`src/rtl/dmem_pkg.sv`:
```
// Shared types and constants for the synchronous data memory.
package dmem_pkg;

  localparam int unsigned LANE_W = 8;

  typedef enum logic {
    ST_INIT = 1'b0,
    ST_RUN  = 1'b1
  } dmem_state_e;

  // Legal configuration: whole byte lanes, at least one word, depth fits the address space.
  function automatic bit dmem_cfg_ok(input int unsigned data_w,
                                     input int unsigned addr_w,
                                     input int unsigned depth);
    bit ok;
    ok = (data_w != 0) && ((data_w % LANE_W) == 0) && (depth >= 1) && (addr_w >= 1)
         && (addr_w < 63) && (longint'(depth) <= (longint'(1) << addr_w));
    return ok;
  endfunction

endpackage

```
`src/rtl/dmem_sync_if.sv`:
```
// Request/response bus between the CPU load/store path and dmem_sync.
interface dmem_sync_if
  import dmem_pkg::*;
#(
  parameter int unsigned DATA_W = 8,
  parameter int unsigned ADDR_W = 8
);
  localparam int unsigned BE_W = DATA_W / LANE_W;

  logic              req_valid;
  logic              req_ready;
  logic              req_we;
  logic [ADDR_W-1:0] req_addr;
  logic [DATA_W-1:0] req_wdata;
  logic [BE_W-1:0]   req_be;
  logic              rsp_valid;
  logic [DATA_W-1:0] rsp_rdata;
  logic              rsp_err;
  logic              busy;

  modport master (
    output req_valid, req_we, req_addr, req_wdata, req_be,
    input  req_ready, rsp_valid, rsp_rdata, rsp_err, busy
  );

  modport slave (
    input  req_valid, req_we, req_addr, req_wdata, req_be,
    output req_ready, rsp_valid, rsp_rdata, rsp_err, busy
  );
endinterface

```
`src/rtl/dmem_array.sv`:
```
// DEPTH x DATA_W storage, byte-lane write enables, registered read that returns 0 when not reading.
module dmem_array
  import dmem_pkg::*;
#(
  parameter int unsigned DATA_W = 8,
  parameter int unsigned DEPTH  = 256,
  parameter int unsigned IDX_W  = 8
) (
  input  logic                     clk,
  input  logic                     we_i,
  input  logic                     re_i,
  input  logic [IDX_W-1:0]         addr_i,
  input  logic [DATA_W-1:0]        wdata_i,
  input  logic [DATA_W/LANE_W-1:0] be_i,
  output logic [DATA_W-1:0]        rdata_o
);
  localparam int unsigned BE_W = DATA_W / LANE_W;

  logic [DATA_W-1:0] mem_q [DEPTH];
  logic [DATA_W-1:0] rdata_q;

  always_ff @(posedge clk) begin
    if (we_i) begin
      for (int i = 0; i < int'(BE_W); i++) begin
        if (be_i[i]) mem_q[addr_i][i*LANE_W +: LANE_W] <= wdata_i[i*LANE_W +: LANE_W];
      end
    end
    rdata_q <= re_i ? mem_q[addr_i] : '0;
  end

  assign rdata_o = rdata_q;
endmodule

```
`src/rtl/dmem_sync.sv`:
```
// Synchronous data memory: zeroising clear after reset, valid/ready requests, one-cycle responses.
module dmem_sync
  import dmem_pkg::*;
#(
  parameter int unsigned DATA_W = 8,
  parameter int unsigned ADDR_W = 8,
  parameter int unsigned DEPTH  = 256
) (
  input  logic      clk,
  input  logic      rst_n,
  dmem_sync_if.slave bus
);
  localparam int unsigned BE_W  = DATA_W / LANE_W;
  localparam int unsigned IDX_W = (DEPTH > 1) ? $clog2(DEPTH) : 1;

  if (!dmem_cfg_ok(DATA_W, ADDR_W, DEPTH)) begin : g_bad_cfg
    $error("dmem_sync: illegal DATA_W/ADDR_W/DEPTH combination");
  end

  dmem_state_e       state_q;
  logic [IDX_W-1:0]  clr_cnt_q;
  logic [IDX_W-1:0]  clr_cnt_d;
  logic              busy_q;
  logic              ready_q;
  logic              rsp_valid_q;
  logic              rsp_err_q;

  logic              accept;
  logic              in_range;
  logic              clr_last;
  logic              arr_we;
  logic              arr_re;
  logic [IDX_W-1:0]  arr_addr;
  logic [DATA_W-1:0] arr_wdata;
  logic [BE_W-1:0]   arr_be;
  logic [DATA_W-1:0] arr_rdata;

  assign accept    = bus.req_valid && ready_q;
  assign in_range  = (32'(bus.req_addr) < DEPTH);
  assign clr_cnt_d = clr_cnt_q + IDX_W'(1);
  assign clr_last  = (clr_cnt_q == IDX_W'(DEPTH - 1));

  // The clear and live traffic share the single array port; the FSM state picks the owner.
  always_comb begin
    arr_we    = 1'b0;
    arr_re    = 1'b0;
    arr_addr  = clr_cnt_q;
    arr_wdata = '0;
    arr_be    = '1;
    if (state_q == ST_RUN) begin
      arr_addr  = IDX_W'(bus.req_addr);
      arr_wdata = bus.req_wdata;
      arr_be    = bus.req_be;
      arr_we    = rst_n && accept && in_range && bus.req_we;
      arr_re    = rst_n && accept && in_range && !bus.req_we;
    end else begin
      arr_we    = rst_n;
    end
  end

  always_ff @(posedge clk) begin
    if (!rst_n) begin
      state_q     <= ST_INIT;
      clr_cnt_q   <= '0;
      busy_q      <= 1'b1;
      ready_q     <= 1'b0;
      rsp_valid_q <= 1'b0;
      rsp_err_q   <= 1'b0;
    end else begin
      case (state_q)
        ST_INIT: begin
          clr_cnt_q   <= clr_cnt_d;
          rsp_valid_q <= 1'b0;
          rsp_err_q   <= 1'b0;
          if (clr_last) begin
            state_q   <= ST_RUN;
            clr_cnt_q <= '0;
            busy_q    <= 1'b0;
            ready_q   <= 1'b1;
          end
        end
        ST_RUN: begin
          rsp_valid_q <= accept;
          rsp_err_q   <= accept && !in_range;
        end
      endcase
    end
  end

  dmem_array #(
    .DATA_W (DATA_W),
    .DEPTH  (DEPTH),
    .IDX_W  (IDX_W)
  ) u_array (
    .clk     (clk),
    .we_i    (arr_we),
    .re_i    (arr_re),
    .addr_i  (arr_addr),
    .wdata_i (arr_wdata),
    .be_i    (arr_be),
    .rdata_o (arr_rdata)
  );

  assign bus.req_ready = ready_q;
  assign bus.busy      = busy_q;
  assign bus.rsp_valid = rsp_valid_q;
  assign bus.rsp_err   = rsp_err_q;
  assign bus.rsp_rdata = arr_rdata;
endmodule

```
`src/flat_wrapper.sv`:
```
// flat-port wrapper written by rule: the top's interface ports become plain ports
module dmem_sync_flat import dmem_pkg::*;
#(
  parameter int unsigned DATA_W = 8,
  parameter int unsigned ADDR_W = 8,
  parameter int unsigned DEPTH  = 256
)
  (clk, rst_n, bus_req_valid, bus_req_we, bus_req_addr, bus_req_wdata, bus_req_be, bus_req_ready, bus_rsp_valid, bus_rsp_rdata, bus_rsp_err, bus_busy);
  dmem_sync_if #(.DATA_W(DATA_W), .ADDR_W(ADDR_W)) bus_i ();
  input  logic clk;
  input  logic rst_n;
  input wire logic [$bits(bus_i.req_valid)-1:0] bus_req_valid;
  input wire logic [$bits(bus_i.req_we)-1:0] bus_req_we;
  input wire logic [$bits(bus_i.req_addr)-1:0] bus_req_addr;
  input wire logic [$bits(bus_i.req_wdata)-1:0] bus_req_wdata;
  input wire logic [$bits(bus_i.req_be)-1:0] bus_req_be;
  output wire logic [$bits(bus_i.req_ready)-1:0] bus_req_ready;
  output wire logic [$bits(bus_i.rsp_valid)-1:0] bus_rsp_valid;
  output wire logic [$bits(bus_i.rsp_rdata)-1:0] bus_rsp_rdata;
  output wire logic [$bits(bus_i.rsp_err)-1:0] bus_rsp_err;
  output wire logic [$bits(bus_i.busy)-1:0] bus_busy;
  assign bus_i.req_valid = bus_req_valid;
  assign bus_i.req_we = bus_req_we;
  assign bus_i.req_addr = bus_req_addr;
  assign bus_i.req_wdata = bus_req_wdata;
  assign bus_i.req_be = bus_req_be;
  assign bus_req_ready = bus_i.req_ready;
  assign bus_rsp_valid = bus_i.rsp_valid;
  assign bus_rsp_rdata = bus_i.rsp_rdata;
  assign bus_rsp_err = bus_i.rsp_err;
  assign bus_busy = bus_i.busy;
  dmem_sync #(.DATA_W(DATA_W), .ADDR_W(ADDR_W), .DEPTH(DEPTH)) u_core (.clk(clk), .rst_n(rst_n), .bus(bus_i));
endmodule
```
`config.mk`:
```
export PLATFORM = sky130hd
export DESIGN_NAME = dmem_sync_flat
export DESIGN_NICKNAME = d
export VERILOG_FILES = /design/src/rtl/dmem_pkg.sv /design/src/rtl/dmem_sync_if.sv /design/src/rtl/dmem_array.sv /design/src/rtl/dmem_sync.sv /design/src/flat_wrapper.sv
export SDC_FILE = /design/constraint.sdc
export NUM_CORES = 2
export LEC_CHECK = 0
export BUFFER_PORTS_ARGS = -buffer_cell sky130_fd_sc_hd__buf_4
export CORE_UTILIZATION = 51
export DETAILED_ROUTE_END_ITERATION = 8
export PLACE_DENSITY = 0.78
export SLEW_MARGIN = 20
export SYNTH_ARGS = -nofsm -noshare
export SYNTH_HDL_FRONTEND = slang
export SYNTH_HIERARCHICAL = 1
export SYNTH_SLANG_ARGS = --single-unit
```
`constraint.sdc`:
```
create_clock -name clk -period 5.18 [get_ports clk]
set_clock_uncertainty 0.2 [all_clocks]
set_input_delay 0.518 -clock clk [delete_from_list [all_inputs] [get_ports clk]]
set_output_delay 0.518 -clock clk [all_outputs]
set_load 0.03 [all_outputs]
```
==> impl_metrics.env <==
export IMPL_status="finished, final reports clean"
export IMPL_initial_core_util_pct=51.64
export IMPL_hold_violations=0
export IMPL_pin_count=33
export IMPL_rsz0062_at_grt="false"
export IMPL_via_per_inst=6.532
export IMPL_synth_edf_count=2048
export IMPL_p_leak_uw=0.02780
export IMPL_wl_per_cell_um=30.72
export IMPL_htreeDepth=4
export IMPL_dr_pass1_iters=6
export IMPL_vias=41990
export IMPL_cts_buffers=196
export IMPL_synth_most_common_cell="edfxtp_1"
export IMPL_p_per_area_nw_per_um2=366.4
export IMPL_reg2reg_depth=10
export IMPL_areaGrowthSynthToFinish_pct=12.24
export IMPL_clk_path_buf_depth=3
export IMPL_path_max_fanout=17
export IMPL_cts_sinks=2068
export IMPL_fin_tns_setup_ns=0
export IMPL_path_class="flop to flop"
export IMPL_synth_area_sq_um=81030
export IMPL_final_cells=6429
export IMPL_antenna_found_initial=4
export IMPL_fin_crit_ns=4.644
export IMPL_crit_slowest_cell="nand3_1"
export IMPL_grt_pass1_wl_um=286200
export IMPL_cts_root_buf="clkbuf_16"
export IMPL_cts_resized=0
export IMPL_drt_wl_total_um=197500
export IMPL_syn_avg_cell_area_sq_um=20.38
export IMPL_finalSetupViolCount=0
export IMPL_yosys_area_top_type="edfxtp_1"
export IMPL_die_y_um=400.6
export IMPL_required_ns=5.67
export IMPL_vdd_drop_max_mv=0.3120
export IMPL_nNetsFinal=4226
export IMPL_crit_family="simple AND/OR/NAND/NOR gates"
export IMPL_gp_congestion=0.8766
export IMPL_synth_seq_cells=2068
export IMPL_clk_pin_slew_ns=0.06
export IMPL_seq_area_frac_synth_pct=76.39
export IMPL_ys_async_sr_fraction_pct=0
export IMPL_n_antenna_cell=0
export IMPL_drv_cap=0
export IMPL_grt_pass1_vias=41950
export IMPL_core_area_sq_um=156900
export IMPL_end_kind="flop"
export IMPL_finalPower_uw=33330
export IMPL_max_freq_mhz=215.3
export IMPL_critPathMaxStageDelay_ns=0.74
export IMPL_place_inst=6060
export IMPL_route_detailed_drc=0
export IMPL_io_buffer_count=31
export IMPL_slew_headroom_pct=20.46
export IMPL_tightest_slew_ns=1.193
export IMPL_synth_area_leaders="edfxtp_1 (76%), mux4_2 (12%), mux2i_1 (3.5%)"
export IMPL_hold_depth=2
export IMPL_synth_cell_type_count=66
export IMPL_die_width_um=400.6
export IMPL_syn_num_nets=3999
export IMPL_path_depth=10
export IMPL_die_area_sq_um=160500
export IMPL_dp_hpwl_um=118200
export IMPL_cts_tree="yes"
export IMPL_ant_nets=0
export IMPL_startpoint_type="flop"
export IMPL_clk_latency_ns=0.82
export IMPL_rows=145
export IMPL_cp_common_cell="buf_4"
export IMPL_yosysTopAreaCellShare_pct=75.89
export IMPL_crit_buf_inv=2
export IMPL_syn_inst=3977
export IMPL_timing_final_crit_share_pct=89.66
export IMPL_holdCritPathClass="input pin to flop"
export IMPL_worstPathArrival_ns=5.14
export IMPL_synth_common_cells="edfxtp_1 (2048), mux4_2 (414), mux2i_1 (281)"
export IMPL_groute_usage_overall_pct=24.46
export IMPL_path_cells="buf_4 > mux2_2 > nor2b_1 > nand3_1 > o22ai_1 > or3_1 > nor4_1 > buf_4 > a21oi_1 > and4_1"
export IMPL_yosys_most_used_dff="edfxtp_1"
export IMPL_drive_gt1_share_pct=23.34
export IMPL_synth_warnings=6
export IMPL_overflow=0
export IMPL_dr_first_iter_drc_count=6148
export IMPL_fill_cells=10690
export IMPL_grt_max_degree=214
export IMPL_drv_slew=0
[path summary, 6_finish.rpt]
| check | from | endpoint | slack, ns |
|---|---|---|---|
| worst max-delay path | u_core/state_q | u_core/u_array/rdata_o[1] | 0.54 |
| worst max register to register | u_core/state_q | u_core/u_array/rdata_o[1] | 0.54 |
| worst min-delay path | bus_req_wdata[4] | u_core/u_array/mem_q[157][4] | 0.11 |
| worst min register to register | u_core/bus.busy | u_core/bus.busy | 0.29 |
[repair_timing]
action / 4_1_cts / 5_1_grt
buffers inserted: 0 / 0
hold buffers: 3 / 0
setup endpoints to repair: 0 / 0
endpoints found under the hold margin: 18 / 0
[report_power, final]
part	internal, uW	leakage (uW)	total, uW	switching, uW
Combinational	547	0.00636	1320	777
Clock	7790	0.00304	13900	6090
Sequential	18100	0.0184	18100	7.19
[flip-flops by register name, indices dropped and copies added, names as in the netlist]
name                    count
u_core/u_array/mem_q     2048
u_core/clr_cnt_q            8
u_core/u_array/rdata_o      8
u_core/bus.busy             1
u_core/bus.req_ready        1
u_core/bus.rsp_valid        1
u_core/state_q              1
[layout make-up]
type / instances / area [sq um] / share of cell area (%)
Clock inverter: 130 / 1051 / 1.156
Multi-Input combinational cell: 1653 / 17730 / 19.49
Tap cell: 2058 / 2575 / 2.831
Clock buffer: 235 / 5157 / 5.670
Inverter: 6 / 23.77 / 0.02614
Sequential cell: 2068 / 61900 / 68.05
Timing Repair Buffer: 279 / 2522 / 2.773
[per-stage QoR]
step	setup slack, ns	cell area [sq um]	hold slack [ns]	utilization [%]
floorplan	0.2075	81030	0.2760	-
global placement	0.7572	84690	0.2598	53.96
detailed placement	0.6643	84690	0.2780	53.96
CTS	0.6222	90930	0.1044	57.94
global route	0.4068	90960	0.08897	57.96
finish	0.5355	90960	0.1054	57.96
[routing by layer]
layer  vias up  part of all wire [%]  GRT usage [%]
met5         -                 0.015              0
met4         4                   3.6          8.698
met3       460                    12          5.862
met2      2942                    48          38.69
met1     21660                    36          33.38
li1      16930                     -              -
[cells in the final DEF (no fill, tap or decap), drive strengths merged, types with 9 or more instances in the layout]
| master | count |
|---|---|
| nand4 | 15 |
| o21ai | 60 |
| a21oi | 50 |
| and2 | 16 |
| nor3 | 66 |
| inv | 11 |
| dfxtp | 20 |
| mux2i | 281 |
| edfxtp | 2048 |
| mux2 | 28 |
| nand2 | 75 |
| o2bb2ai | 14 |
| nor2 | 256 |
| buf | 276 |
| mux4 | 414 |
| a31oi | 20 |
| clkinv | 105 |
| clkbuf | 235 |
| a22oi | 86 |
| o22ai | 36 |
| o211ai | 18 |
| and3 | 9 |
| nand2b | 9 |
| bufinv | 14 |
| nor2b | 25 |
| a211oi | 23 |
| nand3 | 39 |
[logic make-up after synthesis]
family | share of synthesized area (%)
flops | 76.39
mux | 15.37
simple gates | 3.242
compound gates | 3.080
buf+inv | 1.871
xor+xnor | 0.03243
fa+ha+maj | 0.01544
other cells | 0.004628
Note: power is estimated with default switching activity, not from simulation.
